File: config.mk
export PLATFORM = sky130hd
export DESIGN_NAME = mem_access
export DESIGN_NICKNAME = d
export VERILOG_FILES = /design/src/rtl/mem_access.sv
export SDC_FILE = /design/constraint.sdc
export NUM_CORES = 1
export LEC_CHECK = 0
export CAP_MARGIN = 0
export CORE_MARGIN = 5
export CORE_UTILIZATION = 45
export DETAILED_ROUTE_END_ITERATION = 7
export PLACE_DENSITY = 0.81
export SYNTH_ARGS = -nofsm -noshare
export SYNTH_HDL_FRONTEND = slang
export SYNTH_SLANG_ARGS = --single-unit
File: constraint.sdc
create_clock -name clk -period 2.4 [get_ports clk]
set_input_delay 0.36 -clock clk [delete_from_list [all_inputs] [get_ports clk]]
set_output_delay 0.36 -clock clk [all_outputs]
set_load 0.01 [all_outputs]
File: src/rtl/mem_access.sv
// MEM stage of the RV32I pipeline: req/ack data-memory access with byte-lane
// alignment, upstream stall and the MEM/WB register.
// Optional ack watchdog: define DMEM_TIMEOUT_EN (limit set by TIMEOUT_CYCLES).
module mem_access #(
  parameter int unsigned TIMEOUT_CYCLES = 64
) (
  input  logic        clk,
  input  logic        rst,
  input  logic        nop,
  input  logic [31:0] ALU_co_pype,
  input  logic [31:0] read_data2_pype2,
  input  logic [4:0]  WReg_pype2,
  input  logic        RegWrite_pype2,
  input  logic [1:0]  MemtoReg_pype2,
  input  logic [1:0]  MemRW_pype2,
  input  logic [31:0] PCp4_pype2,
  input  logic [31:0] Instraction_pype2,
  output logic        dmem_req,
  output logic        dmem_we,
  output logic [31:0] dmem_addr,
  output logic [3:0]  dmem_be,
  output logic [31:0] dmem_wdata,
  input  logic        dmem_ack,
  input  logic [31:0] dmem_rdata,
  output logic        keep_mem,
  output logic        mem_err,
  output logic [31:0] MemData_pype3,
  output logic [31:0] ALU_co_pype3,
  output logic [31:0] PCp4_pype3,
  output logic [4:0]  WReg_pype3,
  output logic        RegWrite_pype3,
  output logic [1:0]  MemtoReg_pype3,
  output logic [31:0] Instraction_pype3
);

  typedef enum logic {IDLE, REQ} state_e;
  typedef enum logic [1:0] {WB_BUBBLE, WB_PASS, WB_MEM} wb_sel_e;

  state_e  state_q, state_d;
  wb_sel_e wb_sel;

  logic capture;
  logic err_d, err_q;
  logic timeout;

  // ---------------------------------------------------------------------------
  // Decode of the instruction at the MEM input
  // ---------------------------------------------------------------------------
  logic [1:0] size;
  logic       is_load, is_store, is_mem;
  logic       misaligned, mem_op, err_misaligned;

  assign size     = Instraction_pype2[13:12];
  assign is_load  = (MemRW_pype2 == 2'b01);
  assign is_store = (MemRW_pype2 == 2'b10);
  assign is_mem   = is_load | is_store;

  // NOTE: every always_comb output gets a default first so no path can infer a latch.
  always_comb begin
    misaligned = 1'b0;
    case (size)
      2'b00:   misaligned = 1'b0;
      2'b01:   misaligned = ALU_co_pype[0];
      default: misaligned = |ALU_co_pype[1:0];
    endcase
  end

  assign mem_op         = is_mem & ~misaligned & ~nop;
  assign err_misaligned = is_mem &  misaligned & ~nop;

  // Store lane steering; loads always fetch the whole word
  logic [3:0]  st_be;
  logic [31:0] st_wdata;

  always_comb begin
    st_be    = 4'b1111;
    st_wdata = read_data2_pype2;
    case (size)
      2'b00: begin
        st_be    = 4'b0001 << ALU_co_pype[1:0];
        st_wdata = {4{read_data2_pype2[7:0]}};
      end
      2'b01: begin
        st_be    = ALU_co_pype[1] ? 4'b1100 : 4'b0011;
        st_wdata = {2{read_data2_pype2[15:0]}};
      end
      default: ;
    endcase
  end

  // ---------------------------------------------------------------------------
  // Access registers: the bus request and the instruction fields are captured
  // on entry to REQ so the access stays stable and cannot be cancelled.
  // ---------------------------------------------------------------------------
  logic [31:0] acc_addr_q;
  logic [3:0]  acc_be_q;
  logic [31:0] acc_wdata_q;
  logic        acc_we_q;
  logic [31:0] acc_pcp4_q;
  logic [31:0] acc_instr_q;
  logic [4:0]  acc_wreg_q;
  logic        acc_regwrite_q;
  logic [1:0]  acc_memtoreg_q;

  // NOTE: sequential state uses non-blocking assignments so every register samples pre-edge values.
  always_ff @(posedge clk or negedge rst) begin
    if (!rst) begin
      acc_addr_q     <= '0;
      acc_be_q       <= '0;
      acc_wdata_q    <= '0;
      acc_we_q       <= 1'b0;
      acc_pcp4_q     <= '0;
      acc_instr_q    <= '0;
      acc_wreg_q     <= '0;
      acc_regwrite_q <= 1'b0;
      acc_memtoreg_q <= '0;
    end else if (capture) begin
      acc_addr_q     <= ALU_co_pype;
      acc_be_q       <= is_store ? st_be : 4'b1111;
      acc_wdata_q    <= is_store ? st_wdata : '0;
      acc_we_q       <= is_store;
      acc_pcp4_q     <= PCp4_pype2;
      acc_instr_q    <= Instraction_pype2;
      acc_wreg_q     <= WReg_pype2;
      acc_regwrite_q <= RegWrite_pype2;
      acc_memtoreg_q <= MemtoReg_pype2;
    end
  end

  assign dmem_we    = acc_we_q;
  assign dmem_addr  = {acc_addr_q[31:2], 2'b00};
  assign dmem_be    = acc_be_q;
  assign dmem_wdata = acc_wdata_q;

  // ---------------------------------------------------------------------------
  // Ack watchdog
  // ---------------------------------------------------------------------------
`ifdef DMEM_TIMEOUT_EN
  localparam int CntW = $clog2(TIMEOUT_CYCLES + 1);

  logic [CntW-1:0] cnt_q, cnt_d;

  // Zero while idle, so the count restarts on every entry to REQ
  assign cnt_d   = (state_q == REQ) ? cnt_q + CntW'(1) : '0;
  assign timeout = (state_q == REQ) && !dmem_ack && (cnt_q == CntW'(TIMEOUT_CYCLES - 1));

  always_ff @(posedge clk or negedge rst) begin
    if (!rst) cnt_q <= '0;
    else      cnt_q <= cnt_d;
  end
`else
  logic unused_timeout_cfg;
  assign unused_timeout_cfg = ^TIMEOUT_CYCLES;
  assign timeout = 1'b0;
`endif

  // ---------------------------------------------------------------------------
  // Control FSM
  // ---------------------------------------------------------------------------
  always_ff @(posedge clk or negedge rst) begin
    if (!rst) begin
      state_q <= IDLE;
      err_q   <= 1'b0;
    end else begin
      state_q <= state_d;
      err_q   <= err_d;
    end
  end

  always_comb begin
    state_d = state_q;
    case (state_q)
      IDLE:    if (mem_op) state_d = REQ;
      REQ:     if (dmem_ack || timeout) state_d = IDLE;
      default: state_d = IDLE;
    endcase
  end

  always_comb begin
    dmem_req = 1'b0;
    keep_mem = 1'b0;
    capture  = 1'b0;
    err_d    = 1'b0;
    wb_sel   = WB_BUBBLE;
    case (state_q)
      IDLE: begin
        capture  = mem_op;
        keep_mem = mem_op;
        err_d    = err_misaligned;
        if (!nop && !is_mem) wb_sel = WB_PASS;
      end
      REQ: begin
        dmem_req = 1'b1;
        // A timed-out access releases the stall so the faulting op is dropped
        keep_mem = !(dmem_ack || timeout);
        err_d    = timeout;
        if (dmem_ack) wb_sel = WB_MEM;
      end
      default: ;
    endcase
  end

  assign mem_err = err_q;

  // ---------------------------------------------------------------------------
  // Load data extraction
  // ---------------------------------------------------------------------------
  logic [31:0] ld_shift, ld_data;

  assign ld_shift = dmem_rdata >> {acc_addr_q[1:0], 3'b000};

  always_comb begin
    ld_data = dmem_rdata;
    case (acc_instr_q[14:12])
      3'b000:  ld_data = {{24{ld_shift[7]}}, ld_shift[7:0]};
      3'b100:  ld_data = {24'b0, ld_shift[7:0]};
      3'b001:  ld_data = {{16{ld_shift[15]}}, ld_shift[15:0]};
      3'b101:  ld_data = {16'b0, ld_shift[15:0]};
      default: ld_data = dmem_rdata;
    endcase
  end

  // ---------------------------------------------------------------------------
  // MEM/WB register
  // ---------------------------------------------------------------------------
  logic [31:0] memdata_d, alu_d, pcp4_d, instr_d;
  logic [4:0]  wreg_d;
  logic        regwrite_d;
  logic [1:0]  memtoreg_d;

  always_comb begin
    memdata_d  = '0;
    alu_d      = '0;
    pcp4_d     = '0;
    instr_d    = '0;
    wreg_d     = '0;
    regwrite_d = 1'b0;
    memtoreg_d = '0;
    case (wb_sel)
      WB_PASS: begin
        alu_d      = ALU_co_pype;
        pcp4_d     = PCp4_pype2;
        instr_d    = Instraction_pype2;
        wreg_d     = WReg_pype2;
        regwrite_d = RegWrite_pype2;
        memtoreg_d = MemtoReg_pype2;
      end
      WB_MEM: begin
        memdata_d  = acc_we_q ? 32'b0 : ld_data;
        alu_d      = acc_addr_q;
        pcp4_d     = acc_pcp4_q;
        instr_d    = acc_instr_q;
        wreg_d     = acc_wreg_q;
        regwrite_d = acc_regwrite_q;
        memtoreg_d = acc_memtoreg_q;
      end
      default: ;
    endcase
  end

  always_ff @(posedge clk or negedge rst) begin
    if (!rst) begin
      MemData_pype3     <= '0;
      ALU_co_pype3      <= '0;
      PCp4_pype3        <= '0;
      Instraction_pype3 <= '0;
      WReg_pype3        <= '0;
      RegWrite_pype3    <= 1'b0;
      MemtoReg_pype3    <= '0;
    end else begin
      MemData_pype3     <= memdata_d;
      ALU_co_pype3      <= alu_d;
      PCp4_pype3        <= pcp4_d;
      Instraction_pype3 <= instr_d;
      WReg_pype3        <= wreg_d;
      RegWrite_pype3    <= regwrite_d;
      MemtoReg_pype3    <= memtoreg_d;
    end
  end

endmodule

==> results.py <==
metrics = {
    "status": {
        "status": "finished, final reports clean",
    },
    "floorplan": {
        "core_region_area_mm2": 0.0250,
        "num_rows": 58,
        "io_pins": 382,
        "die_y_um": 169,
        "die_area_mm2": 0.0285,
        "initial_utilization_pct": 45.3,
        "die_w_um": 169,
    },
    "placed_design": {
        "gp_congestion": 0.879,
        "dpl.hpwl_um": 24500,
        "dp_slack_ns": -0.225,
        "placed_area_mm2": 0.0155,
        "portBuffers": 379,
    },
    "synth": {
        "synth-seq-cells": 279,
        "yosysUniqueCellTypes": 33,
        "syn_area_mm2": 0.0113,
        "yosysTopAreaCell": "dfrtp_1",
        "ys.warnings.count": 0,
        "synthFlopType": "dfrtp_1",
        "avgSynthCellArea_um2": 10.5,
        "synth_cells": 1079,
        "yosysSeqAreaShare_pct": 61.5,
        "async_reset_ff_share_pct": 100,
        "synth.top_cell.area_share_pct": 61.5,
        "synth_edf_count": 0,
        "synthTopCellsByArea": "dfrtp_1 (62%), nand2_1 (13%), a22o_1 (8.0%)",
    },
    "sta": {
        "worstMarginPinSlew_ns": 0.722,
        "final_max_slew_viol_count": 0,
        "whs_ns": 0.326,
        "max_slew_margin_pct": 51.7,
        "setup_violations": 0,
        "fin_crit_ns": 2.23,
        "period_share_pct": 93.1,
        "hold_viol_final": 0,
        "rsz0062_at_grt": "no",
        "finClkSkew_ns": 0.0142,
        "fin_ws_ns": 0.165,
        "max_freq_mhz": 447,
    },
    "final_layout": {
        "drive_gt1_share_pct": 8.29,
        "diodes": 0,
        "design_area_mm2": 0.0164,
        "areaGrowthSynthToFinish_pct": 44.8,
        "final_cell_mix": "nand2_1 (388), clkdlybuf4s50_1 (377), dfrtp_1 (279)",
        "fin_nets": 1605,
        "multi_input_area_mm2": 0.00376,
        "fillers": 1872,
        "ff_latch_area_mm2": 0.00698,
        "final_common_cell": "nand2_1",
    },
    "clock_tree": {
        "clk_path_buf_depth": 3,
        "clk_pin_slew_ns": 0.07,
        "root_buffer": "clkbuf_16",
        "cts_tree": "built",
        "clkLatencyLatePin_ns": 0.55,
        "cts_max_level": 1,
        "cts_buffers": 29,
        "clock_sinks": 279,
    },
    "setup_path": {
        "critPathKind": "in -> out",
        "path_buf_inv": 4,
        "start_kind": "primary input",
        "worstPathArrival_ns": 1.87,
        "r2r_cells": 8,
        "cp_cell_sequence": "clkdlybuf4s50_1 > inv_1 > ha_1 > nor3_1 > buf_4 > nand3_4 > o21ai_0 > clkbuf_2",
        "crit_slowest_cell": "clkdlybuf4s50_1",
        "crit_family": "buffers and inverters",
        "path_max_fanout": 2,
        "critPathMaxStageDelay_ns": 0.47,
        "reg2reg_slack_ns": 0.67,
        "cp-end-kind": "output port",
        "r2r_start": "state_q",
        "cp.required_ns": 2.04,
        "reg2reg_to": "acc_instr_q[5]",
    },
    "flow_run": {
        "maxCapViolations": 0,
    },
    "routing": {
        "vias_per_cell": 5.23,
        "wl_um": 35100,
        "route.detailed.drc": 0,
        "drtIter0Drc": 714,
        "postRouteAntennaNets": 0,
        "route.vias.total": 9307,
        "dr.pass1.iters": 5,
        "routedWlPerCell_um": 19.7,
    },
    "power": {
        "vdd_drop_max_uv": 528,
        "power.total_uw": 13500,
        "p_per_area_mw_per_mm2": 819,
        "leakage_uw": 0.00800,
    },
    "grt": {
        "grt_pass1_wl_um": 53900,
        "grt_max_degree": 105,
        "grt_antenna_before_repair": 0,
        "grt_overflow_total": 0,
        "grt_usage_pct": 23.9,
        "grt_pass1_vias": 9587,
    },
    "worst_hold_path": {
        "min_path_type": "in -> async",
    },
}
==> routing by layer <==
metal,vias to the layer above,wire length (µm),track usage [%],part of all wire [%]
li1,4274,-,-,-
met1,4553,13300,29.0,38
met2,409,17400,41.1,50
met3,71,3180,6.82,9.1
met4,0,1170,7.87,3.3
met5,-,0,0,0
==> cell type report <==
| class | instances | share of cell area, % |
|---|---|---|
| timing repair buffer | 426 | 26.5 |
| sequential | 279 | 42.5 |
| tap | 330 | 2.51 |
| clock buffer | 40 | 4.91 |
| multi-input combinational | 691 | 22.9 |
| clock inverter | 9 | 0.579 |
| inverter | 3 | 0.0685 |
==> cell families after synthesis <==
kind of cell	count (synthesis)	synth area share, %
buffers and inverters	110	5.56
AOI/OAI and AO/OA	184	12.8
muxes	41	3.90
and+or+nand+nor	463	16.1
DFF	279	61.5
other	1	0.0330
adders and majority gates	1	0.110
==> metrics by stage <==
step	util, %	setup TNS (ns)	std cells
after detailed placement	62.0	-0.225	1728
after global placement	62.0	-0.169	1728
after CTS	65.7	0	1778
after floorplan	-	0	1080
after global routing	65.6	0	1778
final	65.6	0	1778
==> worst register-to-register path: stages (launching register included) <==
cell and delay (ns):
dfrtp_1 0.46, nor3_1 0.22, buf_4 0.15, buf_4 0.10, and3_4 0.22, buf_12 0.18, buf_4 0.16, nand2_1 0.08
nand2_1 0.08
==> cells in the mapped netlist, drive strengths merged (2+ instances only) <==
| cell | count |
|---|---|
| o21ai | 19 |
| a21oi | 15 |
| nand2b | 4 |
| nand2 | 388 |
| nor3 | 3 |
| nand3 | 35 |
| nor2b | 4 |
| and2 | 2 |
| buf | 89 |
| o221a | 7 |
| inv | 3 |
| mux2i | 24 |
| clkbuf | 18 |
| a21o | 31 |
| a22o | 104 |
| mux2 | 16 |
| nor2 | 24 |
| dfrtp | 279 |
| a31oi | 4 |
==> worst max-delay path by stage <==
stage | startpoint | to | slack [ns] | cells after the start
after floorplan | MemRW_pype2[0] | keep_mem | 0.49 | 7
after global placement | MemRW_pype2[0] | keep_mem | -0.17 | 8
after detailed placement | MemRW_pype2[0] | keep_mem | -0.22 | 8
after CTS | MemRW_pype2[0] | keep_mem | 0.05 | 8
after global routing | MemRW_pype2[0] | keep_mem | 0.05 | 8
final | MemRW_pype2[0] | keep_mem | 0.17 | 8
==> repair_timing <==
item                                   CTS  global route
pin swaps                                0             0
setup endpoints to repair                1             1
gates resized for setup                  1             2
buffers inserted                         0             0
endpoints found under the hold margin   48             0
gates cloned                             0             0
hold buffers                             1             0
==> report_power, final <==
group | switching (µW) | leakage (µW) | internal, µW
registers | 465 | 0.00365 | 5490
clock network | 1850 | 0.000442 | 2460
logic | 1550 | 0.00390 | 1660
==> registers in the layout, indices dropped and copies added, names as in the netlist <==
| name | cells |
|---|---|
| acc_memtoreg_q | 2 |
| PCp4_pype3 | 32 |
| WReg_pype3 | 5 |
| dmem_we | 1 |
| MemData_pype3 | 32 |
| acc_regwrite_q | 1 |
| acc_addr_q | 32 |
| acc_pcp4_q | 32 |
| dmem_wdata | 32 |
| RegWrite_pype3 | 1 |
| acc_wreg_q | 5 |
| ALU_co_pype3 | 32 |
| dmem_be | 4 |
| acc_instr_q | 32 |
| Instraction_pype3 | 32 |
| MemtoReg_pype3 | 2 |
| mem_err | 1 |
| state_q | 1 |
(Power assumes the default switching activity.)
